[src/rtl/mult_seq_pkg.sv]
// Shared constants and FSM state encoding for the iterative multiplier.
package mult_seq_pkg;

  localparam int DATA_W_DEF = 32;

  // ALU control code that selects the multiplier; must track the ALU decoder.
  localparam logic [3:0] MULT_OP = 4'd8;

  typedef logic [1:0] state_t;

  localparam state_t IDLE = 2'd0;
  localparam state_t RUN  = 2'd1;
  localparam state_t DONE = 2'd2;

endpackage

[src/rtl/mult_shift_add_dp.sv]
// Shift-add datapath: accumulator, shifting multiplicand and multiplier, one adder.
module mult_shift_add_dp
  import mult_seq_pkg::*;
#(
  parameter int DATA_W = DATA_W_DEF
) (
  input  logic              clk,
  input  logic              arst_n,
  input  logic              load_i,
  input  logic              step_i,
  input  logic [DATA_W-1:0] operand_a_i,
  input  logic [DATA_W-1:0] operand_b_i,
  output logic [DATA_W-1:0] acc_o,
  output logic              mplier_lsb_o,
  output logic              mplier_rest_zero_o
);

  logic [DATA_W-1:0] acc_q,    acc_d;
  logic [DATA_W-1:0] mcand_q,  mcand_d;
  logic [DATA_W-1:0] mplier_q, mplier_d;

  // NOTE: every signal gets a default at the top of always_comb so no latch is inferred.
  always_comb begin
    acc_d    = acc_q;
    mcand_d  = mcand_q;
    mplier_d = mplier_q;
    if (load_i) begin
      acc_d    = '0;
      mcand_d  = operand_a_i;
      mplier_d = operand_b_i;
    end else if (step_i) begin
      if (mplier_q[0]) acc_d = acc_q + mcand_q;
      mcand_d  = mcand_q << 1;
      mplier_d = mplier_q >> 1;
    end
  end

  // NOTE: state registers use non-blocking assignments; reset is sampled on the clock edge.
  always_ff @(posedge clk) begin
    if (!arst_n) begin
      acc_q    <= '0;
      mcand_q  <= '0;
      mplier_q <= '0;
    end else begin
      acc_q    <= acc_d;
      mcand_q  <= mcand_d;
      mplier_q <= mplier_d;
    end
  end

  assign acc_o              = acc_q;
  assign mplier_lsb_o       = mplier_q[0];
  assign mplier_rest_zero_o = (mplier_q >> 1) == '0;

endmodule

[src/rtl/mult_sequencer.sv]
// Iterative multiplier controller for the EX stage; returns the low DATA_W product bits.
// Optional MULT_EARLY_TERM_EN ends the RUN phase once no multiplier bits remain.
module mult_sequencer
  import mult_seq_pkg::*;
#(
  parameter int DATA_W = DATA_W_DEF,
  parameter int CNT_W  = $clog2(DATA_W)
) (
  input  logic              clk,
  input  logic              arst_n,
  input  logic              start_i,
  input  logic              flush_i,
  input  logic [DATA_W-1:0] operand_a_i,
  input  logic [DATA_W-1:0] operand_b_i,
  output logic              stall_o,
  output logic              result_valid_o,
  output logic [DATA_W-1:0] result_o
);

  state_t           state_q, state_d;
  logic [CNT_W-1:0] cnt_q,   cnt_d;
  logic             load, step, done_now;
  logic             mplier_lsb, mplier_rest_zero;

  mult_shift_add_dp #(.DATA_W(DATA_W)) u_dp (
    .clk                (clk),
    .arst_n             (arst_n),
    .load_i             (load),
    .step_i             (step),
    .operand_a_i        (operand_a_i),
    .operand_b_i        (operand_b_i),
    .acc_o              (result_o),
    .mplier_lsb_o       (mplier_lsb),
    .mplier_rest_zero_o (mplier_rest_zero)
  );

`ifdef MULT_EARLY_TERM_EN
  // Decided on the pre-shift multiplier, so RUN always lasts at least one cycle.
  assign done_now = (cnt_q == '0) || mplier_rest_zero;
  logic unused_lsb;
  assign unused_lsb = mplier_lsb;
`else
  assign done_now = (cnt_q == '0);
  logic unused_flags;
  assign unused_flags = mplier_lsb ^ mplier_rest_zero;
`endif

  always_comb begin
    state_d        = state_q;
    cnt_d          = cnt_q;
    load           = 1'b0;
    step           = 1'b0;
    stall_o        = 1'b0;
    result_valid_o = 1'b0;
    case (state_q)
      IDLE: begin
        if (start_i && !flush_i) begin
          stall_o = 1'b1;
          load    = 1'b1;
          cnt_d   = CNT_W'(DATA_W - 1);
          state_d = RUN;
        end
      end
      RUN: begin
        if (flush_i) begin
          state_d = IDLE;
        end else begin
          stall_o = 1'b1;
          step    = 1'b1;
          cnt_d   = cnt_q - 1'b1;
          if (done_now) state_d = DONE;
        end
      end
      DONE: begin
        // start_i here still belongs to the finishing instruction, so it is ignored.
        result_valid_o = !flush_i;
        state_d        = IDLE;
      end
      default: state_d = IDLE;
    endcase
  end

  always_ff @(posedge clk) begin
    if (!arst_n) begin
      state_q <= IDLE;
      cnt_q   <= '0;
    end else begin
      state_q <= state_d;
      cnt_q   <= cnt_d;
    end
  end

endmodule

[config.mk]
export PLATFORM = sky130hd
export DESIGN_NAME = mult_sequencer
export DESIGN_NICKNAME = d
export VERILOG_FILES = /design/src/rtl/mult_seq_pkg.sv /design/src/rtl/mult_shift_add_dp.sv /design/src/rtl/mult_sequencer.sv
export SDC_FILE = /design/constraint.sdc
export NUM_CORES = 1
export LEC_CHECK = 0
export ABC_AREA = 1
export CORE_AREA = 3 3 127 129
export DETAILED_ROUTE_END_ITERATION = 6
export DIE_AREA = 0 0 130 132
export PLACE_DENSITY_LB_ADDON = 0.2
export SETUP_SLACK_MARGIN = 0.1
export SLEW_MARGIN = 20
export SYNTH_ARGS = -nofsm -noshare
export SYNTH_HDL_FRONTEND = slang
export SYNTH_HIERARCHICAL = 1
export SYNTH_SLANG_ARGS = --single-unit
[constraint.sdc]
create_clock -name clk -period 2.97 [get_ports clk]
set_input_delay 0.594 -clock clk [delete_from_list [all_inputs] [get_ports clk]]
set_output_delay 0.594 -clock clk [all_outputs]
set_load 0.02 [all_outputs]
==> flow_summary.html, run 1 <==
<table>
<tr><th>Metric</th><th>Value</th></tr>
<tr><th colspan="2">Outcome</th></tr>
<tr><td>Status</td><td>finished, final reports clean</td></tr>
<tr><th colspan="2">Setup path</th></tr>
<tr><td>Worst stage delay on the critical path</td><td>600 ps</td></tr>
<tr><td>Required time reported for the critical path endpoint</td><td>2380 ps</td></tr>
<tr><td>Cell-by-cell listing of the critical path</td><td>clkdlybuf4s50_1, a21oi_2, nand2_4, inv_2, clkdlybuf4s50_1</td></tr>
<tr><td>Sort of element at the start of the critical path</td><td>input port</td></tr>
<tr><td>Data arrival time of the critical path</td><td>2150 ps</td></tr>
<tr><td>Crit path max-delay family</td><td>buffers and inverters</td></tr>
<tr><td>CP Buf/Inv Count</td><td>3</td></tr>
<tr><td>Nature of the critical path endpoint</td><td>primary output</td></tr>
<tr><td>Highest fanout seen on the critical path</td><td>4</td></tr>
<tr><td>Critical-path cell with the highest stage delay</td><td>clkdlybuf4s50_1</td></tr>
<tr><td>Most frequent CP cell</td><td>clkdlybuf4s50_1</td></tr>
<tr><td>Crit Path Class</td><td>in2out</td></tr>
<tr><th colspan="2">Place</th></tr>
<tr><td>Dpl hpwl</td><td>about 13,000 um</td></tr>
<tr><td>IO buf count</td><td>101</td></tr>
<tr><td>Final GP Congestion</td><td>between 0.9 and 1</td></tr>
<tr><td>Worst slack at placement</td><td>245 ps</td></tr>
<tr><td>Placed instance count</td><td>1,382</td></tr>
<tr><th colspan="2">Timing</th></tr>
<tr><td>Setup violations, final</td><td>0</td></tr>
<tr><td>Count of pins over their slew limit</td><td>0</td></tr>
<tr><td>Setup repair after global routing missed its margin</td><td>no</td></tr>
<tr><td>Final Critical Period</td><td>2740 ps</td></tr>
<tr><td>Smallest hold slack</td><td>roughly 460 ps</td></tr>
<tr><td>Post-route clock period utilization</td><td>92.4%</td></tr>
<tr><td>Slew of the pin with the lowest slew margin</td><td>420 ps</td></tr>
<tr><td>Final total negative setup slack</td><td>0 ps</td></tr>
<tr><td>Post-route worst setup slack</td><td>227 ps</td></tr>
<tr><td>Clk_skew</td><td>around 8.4 ps</td></tr>
<tr><td>Fmax</td><td>0.365 GHz</td></tr>
<tr><td>Max-slew headroom</td><td>72.0%</td></tr>
<tr><td>Count of final hold-check violations</td><td>0</td></tr>
<tr><th colspan="2">Yosys</th></tr>
<tr><td>Total standard cell area after synthesis</td><td>0.00672 sq mm</td></tr>
<tr><td>Post-Syn Instances</td><td>around 1,100</td></tr>
<tr><td>Avg Cell Area, Syn</td><td>6.02 sq um</td></tr>
<tr><td>Total number of yosys warnings</td><td>6</td></tr>
<tr><td>Post-Syn Nets</td><td>1,216</td></tr>
<tr><th colspan="2">Finish</th></tr>
<tr><td>Ant. Diodes</td><td>0</td></tr>
<tr><td>Layout overhead on the synthesized area</td><td>22.4%</td></tr>
<tr><td>Final-layout fill cell count</td><td>around 1,500</td></tr>
<tr><td>Final nets</td><td>approximately 1,300</td></tr>
<tr><td>Fraction of layout cells with a size suffix above 1</td><td>4.64%</td></tr>
<tr><td>Final non-filler cell total</td><td>about 1,400</td></tr>
<tr><th colspan="2">Route</th></tr>
<tr><td>M1 WL</td><td>approximately 8400 um</td></tr>
<tr><td>Total number of vias</td><td>6,630</td></tr>
<tr><td>Met3 routed WL</td><td>around 1100 um</td></tr>
<tr><td>Number of DRC markers in iteration 0</td><td>345</td></tr>
<tr><td>Post-detailed-route wirelength per cell</td><td>12.3 um</td></tr>
<tr><td>Total Wirelength</td><td>17,200 um</td></tr>
<tr><td>ANT nets after route</td><td>0</td></tr>
<tr><td>Metal2 WL</td><td>7400 um</td></tr>
<tr><td>Pre-Repair DR Iteration Count</td><td>5</td></tr>
<tr><td>Top layer in use</td><td>met4</td></tr>
<tr><td>Detail-routed via count per cell</td><td>about 4.7</td></tr>
<tr><td>Number of remaining DRC errors</td><td>0</td></tr>
<tr><th colspan="2">Clocking</th></tr>
<tr><td>Number of hold buffers added after CTS</td><td>0</td></tr>
<tr><td>H-tree levels</td><td>3</td></tr>
<tr><td># resized after CTS</td><td>0</td></tr>
<tr><td>Number of setup buffers added after CTS</td><td>0</td></tr>
<tr><td>CTS tree</td><td>built</td></tr>
<tr><td>TritonCTS sink count</td><td>between 100 and 150</td></tr>
<tr><td>Clk_lat worst skew</td><td>between 300 and 400 ps</td></tr>
<tr><td>Clock buffers created by TritonCTS</td><td>9</td></tr>
<tr><td>Longest Clk Path Bufs</td><td>2</td></tr>
<tr><td>Clock transition at the registers of the reported paths</td><td>70 ps</td></tr>
<tr><td>Clock root buffer</td><td>clkbuf_16</td></tr>
<tr><th colspan="2">Floorplan</th></tr>
<tr><td>Y dimension of the die</td><td>132 um</td></tr>
<tr><td>Starting utilization of the core area</td><td>44.3%</td></tr>
<tr><td>Number of top-level pins</td><td>102</td></tr>
<tr><td>Total Die Area</td><td>0.0172 sq mm</td></tr>
<tr><td>Overall die width</td><td>130 um</td></tr>
<tr><td>Standard-cell rows</td><td>45</td></tr>
<tr><td>Std-Cell Core Area</td><td>0.0151 sq mm</td></tr>
<tr><th colspan="2">Power and ir drop</th></tr>
<tr><td>Max rail drop VDD</td><td>0.235 mV</td></tr>
<tr><td>PwrDens</td><td>376 mW/mm^2</td></tr>
<tr><td>Total leakage power</td><td>0.00423 uW</td></tr>
<tr><th colspan="2">Global routing</th></tr>
<tr><td>Global-route wire length before repair</td><td>28,400 um</td></tr>
<tr><td>Initial antenna violation count</td><td>0</td></tr>
<tr><td>Maximum number of pins on one net before global-route repair</td><td>51</td></tr>
<tr><td>Overall track demand over capacity in global routing</td><td>20.3%</td></tr>
<tr><td>Overflow left after global routing</td><td>0</td></tr>
<tr><td>Via count of the first global-routing pass</td><td>approximately 6,000</td></tr>
<tr><th colspan="2">Run</th></tr>
<tr><td>Number of max-capacitance violations reported</td><td>0</td></tr>
<tr><th colspan="2">Hold path</th></tr>
<tr><td>Classification of the worst-slack hold path</td><td>reg2reg</td></tr>
</table>
==> power by group <==
group / internal (uW) / switching [uW]
Clock: 674 / 539
Sequential: 1430 / 39.0
Combinational: 188 / 213
Total: 2300 / 791
==> state kept, by name, summed over array words and instances, names as in the netlist <==
register	flops
cnt_q	5
state_q	2
u_dp/acc_o	32
u_dp/mcand_q	32
u_dp/mplier_q	32
==> worst register-to-register path, delay by kind of cell, from the launching register on <==
family / cells / cell delay (ps)
buffers and inverters: 1 / 30
and+or+nand+nor: 9 / 1010
adders and majority gates: 2 / 730
DFF: 1 / 340
==> final timing paths <==
kind | start | to | slack [ps] | cells after the start
setup / recovery | flush_i | stall_o | 230 | 5
hold / removal | cnt_q[4]$_SDFFE_PN0P_ | cnt_q[4]$_SDFFE_PN0P_ | 460 | 2
setup reg to reg | u_dp/acc_o[0]$_SDFFE_PP0P_ | u_dp/acc_o[28]$_SDFFE_PP0P_ | 770 | 12
hold reg to reg | cnt_q[4]$_SDFFE_PN0P_ | cnt_q[4]$_SDFFE_PN0P_ | 460 | 2
==> cell usage in the layout (no fill, tap or decap), types with 5 or more instances in the layout <==
cell / instances
buf_4: 9
ha_1: 32
a31oi_1: 19
nand2_2: 9
xor2_1: 12
nor3_1: 5
nand2_1: 382
o21ai_0: 43
a21oi_1: 40
clkbuf_16: 9
dfxtp_1: 103
nand3_1: 49
inv_2: 8
nor2_1: 115
o221ai_1: 11
a22oi_1: 12
clkdlybuf4s50_1: 101
inv_1: 209
==> metal layers <==
metal | global-route usage, % | vias to the layer above
met1 | 27.6 | 2847
met2 | 31.8 | 158
met5 | 0 | -
met3 | 4.94 | 26
met4 | 6.12 | 0
li1 | - | 3599
==> layout make-up <==
type	instances	area [sq um]	share of cell area, %
sequential	103	2060	25.1
tap	188	235	2.86
clock buffer	10	239	2.91
timing repair buffer	112	1120	13.6
inverter	217	815	9.91
multi-input combinational	762	3690	44.9
clock inverter	4	56.3	0.685
==> stage by stage <==
step	util (%)	area, sq um	total power (uW)
6_report	54.3	8220	3090
4_1_cts	54.3	8220	3120
5_1_grt	54.3	8220	3220
3_3_place_gp	52.3	7920	1900
2_1_floorplan	-	6720	1730
3_5_place_dp	52.3	7920	1910
(Power assumes the default switching activity.)
==> run 2, diff against run 1 <==
--- a/config.mk
+++ b/config.mk
@@ -9,6 +9,7 @@
 export CORE_AREA = 3 3 127 129
 export DETAILED_ROUTE_END_ITERATION = 6
 export DIE_AREA = 0 0 130 132
+export DONT_BUFFER_PORTS = 1
 export PLACE_DENSITY_LB_ADDON = 0.2
 export SETUP_SLACK_MARGIN = 0.1
 export SLEW_MARGIN = 20
==> flow_summary.html, run 2 (same netlist as run 1, synthesis figures left out) <==
<table>
<tr><th>Metric</th><th>Value</th></tr>
<tr><th colspan="2">Outcome</th></tr>
<tr><td>Status</td><td>finished, final reports clean (unchanged)</td></tr>
<tr><th colspan="2">Floorplan</th></tr>
<tr><td>Total Die Area</td><td>0.0172 sq mm (unchanged)</td></tr>
<tr><td>Overall die width</td><td>130 um (unchanged)</td></tr>
<tr><td>Number of top-level pins</td><td>102 (unchanged)</td></tr>
<tr><td>Starting utilization of the core area</td><td>44.3% (unchanged)</td></tr>
<tr><td>Std-Cell Core Area</td><td>0.0151 sq mm (unchanged)</td></tr>
<tr><td>Standard-cell rows</td><td>45 (unchanged)</td></tr>
<tr><td>Y dimension of the die</td><td>132 um (unchanged)</td></tr>
<tr><th colspan="2">Setup path</th></tr>
<tr><td>Critical-path cell with the highest stage delay</td><td>fa_1 (was clkdlybuf4s50_1)</td></tr>
<tr><td>Cell-by-cell listing of the critical path</td><td>ha_1, fa_1, nand3_1, nand3_1, nand3_1, nand3_1, nand2_1, nand2_1, nand2_1, nand3_1, nand2_1, inv_1 (was clkdlybuf4s50_1, a21oi_2, nand2_4, inv_2, clkdlybuf4s50_1)</td></tr>
<tr><td>Highest fanout seen on the critical path</td><td>4 (unchanged)</td></tr>
<tr><td>Required time reported for the critical path endpoint</td><td>3220 ps (was 2380 ps)</td></tr>
<tr><td>Data arrival time of the critical path</td><td>2430 ps (was 2150 ps)</td></tr>
<tr><td>Sort of element at the start of the critical path</td><td>flop (was input port)</td></tr>
<tr><td>Crit Path Class</td><td>reg2reg (was in2out)</td></tr>
<tr><td>Crit path max-delay family</td><td>simple AND/OR/NAND/NOR gates (was buffers and inverters)</td></tr>
<tr><td>Nature of the critical path endpoint</td><td>flop (was primary output)</td></tr>
<tr><td>Register-to-register path setup slack</td><td>800 ps (was 770 ps)</td></tr>
<tr><td>Worst stage delay on the critical path</td><td>450 ps (was 600 ps)</td></tr>
<tr><td>Most frequent CP cell</td><td>nand3_1 (was clkdlybuf4s50_1)</td></tr>
<tr><td>CP Buf/Inv Count</td><td>1 (was 3)</td></tr>
<tr><th colspan="2">Clocking</th></tr>
<tr><td>Number of hold buffers added after CTS</td><td>0 (unchanged)</td></tr>
<tr><td>Number of setup buffers added after CTS</td><td>0 (unchanged)</td></tr>
<tr><td># resized after CTS</td><td>0 (unchanged)</td></tr>
<tr><td>H-tree levels</td><td>3 (unchanged)</td></tr>
<tr><td>Clk_lat worst skew</td><td>350 ps (about the same)</td></tr>
<tr><td>TritonCTS sink count</td><td>103 (unchanged)</td></tr>
<tr><td>Clock transition at the registers of the reported paths</td><td>80 ps (was 70 ps)</td></tr>
<tr><td>CTS tree</td><td>built (unchanged)</td></tr>
<tr><td>Longest Clk Path Bufs</td><td>2 (unchanged)</td></tr>
<tr><td>Clock buffers created by TritonCTS</td><td>9 (unchanged)</td></tr>
<tr><td>Clock root buffer</td><td>clkbuf_16 (unchanged)</td></tr>
<tr><th colspan="2">Route</th></tr>
<tr><td>Total Wirelength</td><td>17,700 um (was 17,200 um)</td></tr>
<tr><td>ANT nets after route</td><td>0 (unchanged)</td></tr>
<tr><td>Number of DRC markers in iteration 0</td><td>410 (was 345)</td></tr>
<tr><td>Number of remaining DRC errors</td><td>0 (unchanged)</td></tr>
<tr><td>Total number of vias</td><td>6,345 (was 6,630)</td></tr>
<tr><td>Post-detailed-route wirelength per cell</td><td>13.7 um (was 12.3 um)</td></tr>
<tr><td>Detail-routed via count per cell</td><td>4.91 (was 4.75)</td></tr>
<tr><td>Pre-Repair DR Iteration Count</td><td>7 (was 5)</td></tr>
<tr><th colspan="2">Power and ir drop</th></tr>
<tr><td>Total leakage power</td><td>0.00381 uW (was 0.00423 uW)</td></tr>
<tr><td>PwrDens</td><td>412 mW/mm^2 (was 376 mW/mm^2)</td></tr>
<tr><td>Max rail drop VDD</td><td>0.245 mV (was 0.235 mV)</td></tr>
<tr><th colspan="2">Timing</th></tr>
<tr><td>Fmax</td><td>0.460 GHz (was 0.365 GHz)</td></tr>
<tr><td>Max-slew headroom</td><td>54.9% (was 72.0%)</td></tr>
<tr><td>Count of final hold-check violations</td><td>0 (unchanged)</td></tr>
<tr><td>Setup repair after global routing missed its margin</td><td>no (unchanged)</td></tr>
<tr><td>Slew of the pin with the lowest slew margin</td><td>676 ps (was 420 ps)</td></tr>
<tr><td>Post-route worst setup slack</td><td>797 ps (was 227 ps)</td></tr>
<tr><td>Final Critical Period</td><td>2170 ps (was 2740 ps)</td></tr>
<tr><td>Final total negative setup slack</td><td>0 ps (unchanged)</td></tr>
<tr><td>Smallest hold slack</td><td>346 ps (was 462 ps)</td></tr>
<tr><td>Clk_skew</td><td>4.69 ps (was 8.36 ps)</td></tr>
<tr><td>Count of pins over their slew limit</td><td>0 (unchanged)</td></tr>
<tr><td>Setup violations, final</td><td>0 (unchanged)</td></tr>
<tr><td>Post-route clock period utilization</td><td>73.1% (was 92.4%)</td></tr>
<tr><th colspan="2">Run</th></tr>
<tr><td>Number of max-capacitance violations reported</td><td>0 (unchanged)</td></tr>
<tr><th colspan="2">Finish</th></tr>
<tr><td>Fraction of layout cells with a size suffix above 1</td><td>4.80% (was 4.64%)</td></tr>
<tr><td>Layout overhead on the synthesized area</td><td>6.48% (was 22.4%)</td></tr>
<tr><td>Ant. Diodes</td><td>0 (unchanged)</td></tr>
<tr><td>Top library cells by usage in the layout, fill and taps aside</td><td>nand2_1, inv_1, nor2_1 (unchanged)</td></tr>
<tr><td>Final nets</td><td>1,200 (was 1,306)</td></tr>
<tr><td>Commonest non-fill, non-tap cell in the layout</td><td>nand2_1 (unchanged)</td></tr>
<tr><td>Utilization after layout</td><td>47.2% (was 54.3%)</td></tr>
<tr><th colspan="2">Global routing</th></tr>
<tr><td>Overflow left after global routing</td><td>0 (unchanged)</td></tr>
<tr><td>Global-route wire length before repair</td><td>29,100 um (was 28,400 um)</td></tr>
<tr><td>Via count of the first global-routing pass</td><td>5,977 (was 6,041)</td></tr>
<tr><td>Overall track demand over capacity in global routing</td><td>20.9% (was 20.3%)</td></tr>
<tr><td>Initial antenna violation count</td><td>0 (unchanged)</td></tr>
<tr><td>Maximum number of pins on one net before global-route repair</td><td>56 (was 51)</td></tr>
<tr><th colspan="2">Place</th></tr>
<tr><td>Worst slack at placement</td><td>817 ps (was 245 ps)</td></tr>
<tr><td>Dpl hpwl</td><td>13,700 um (was 13,400 um)</td></tr>
<tr><td>Final GP Congestion</td><td>0.894 (was 0.962)</td></tr>
<tr><td>IO buf count</td><td>0 (was 101)</td></tr>
<tr><th colspan="2">Hold path</th></tr>
<tr><td>Classification of the worst-slack hold path</td><td>in2reg (was reg2reg)</td></tr>
</table>
==> run 2: area by class of cell <==
type,instances,area (sq um)
repair buffers,6,57.6
fillers,1613,7990
clock inverters,6,50.0
inverters,217,815
flip-flops and latches,103,2060
well taps,188,235
clock buffers,10,239
multi-input cells,762,3690
==> run 2: per-layer routing <==
layer	up-vias	global-route usage, %	wire length [um]
li1	3392	-	-
met3	18	6.69	1570
met2	148	31.5	7470
met1	2787	28.9	8380
met4	0	5.43	263
met5	-	0	0
==> run 2: power breakdown <==
group / switching (uW) / leakage, uW / internal (uW)
logic: 187 / 0.00284 / 98.4
registers: 44.0 / 0.000838 / 1430
clock network: 581 / 0.000136 / 604
==> run 2: path summary, 6_finish.rpt <==
kind | startpoint | endpoint | cells past startpoint
min reg2reg | u_dp/mplier_q[31]$_SDFFE_PN0P_ | u_dp/mplier_q[31]$_SDFFE_PN0P_ | 2
max reg2reg | u_dp/acc_o[0]$_SDFFE_PP0P_ | u_dp/acc_o[28]$_SDFFE_PP0P_ | 12
min | arst_n | u_dp/mcand_q[28]$_SDFFE_PN0P_ | 2
max | u_dp/acc_o[0]$_SDFFE_PP0P_ | u_dp/acc_o[28]$_SDFFE_PP0P_ | 12
==> run 2: through the flow <==
stage | total power, uW | instance area, sq um | instances
after floorplan | 1730 | 6720 | 1115
after global placement | 1790 | 6860 | 1276
after detailed placement | 1800 | 6860 | 1276
after CTS | 2990 | 7150 | 1292
after global routing | 3090 | 7150 | 1292
final | 2950 | 7150 | 1292
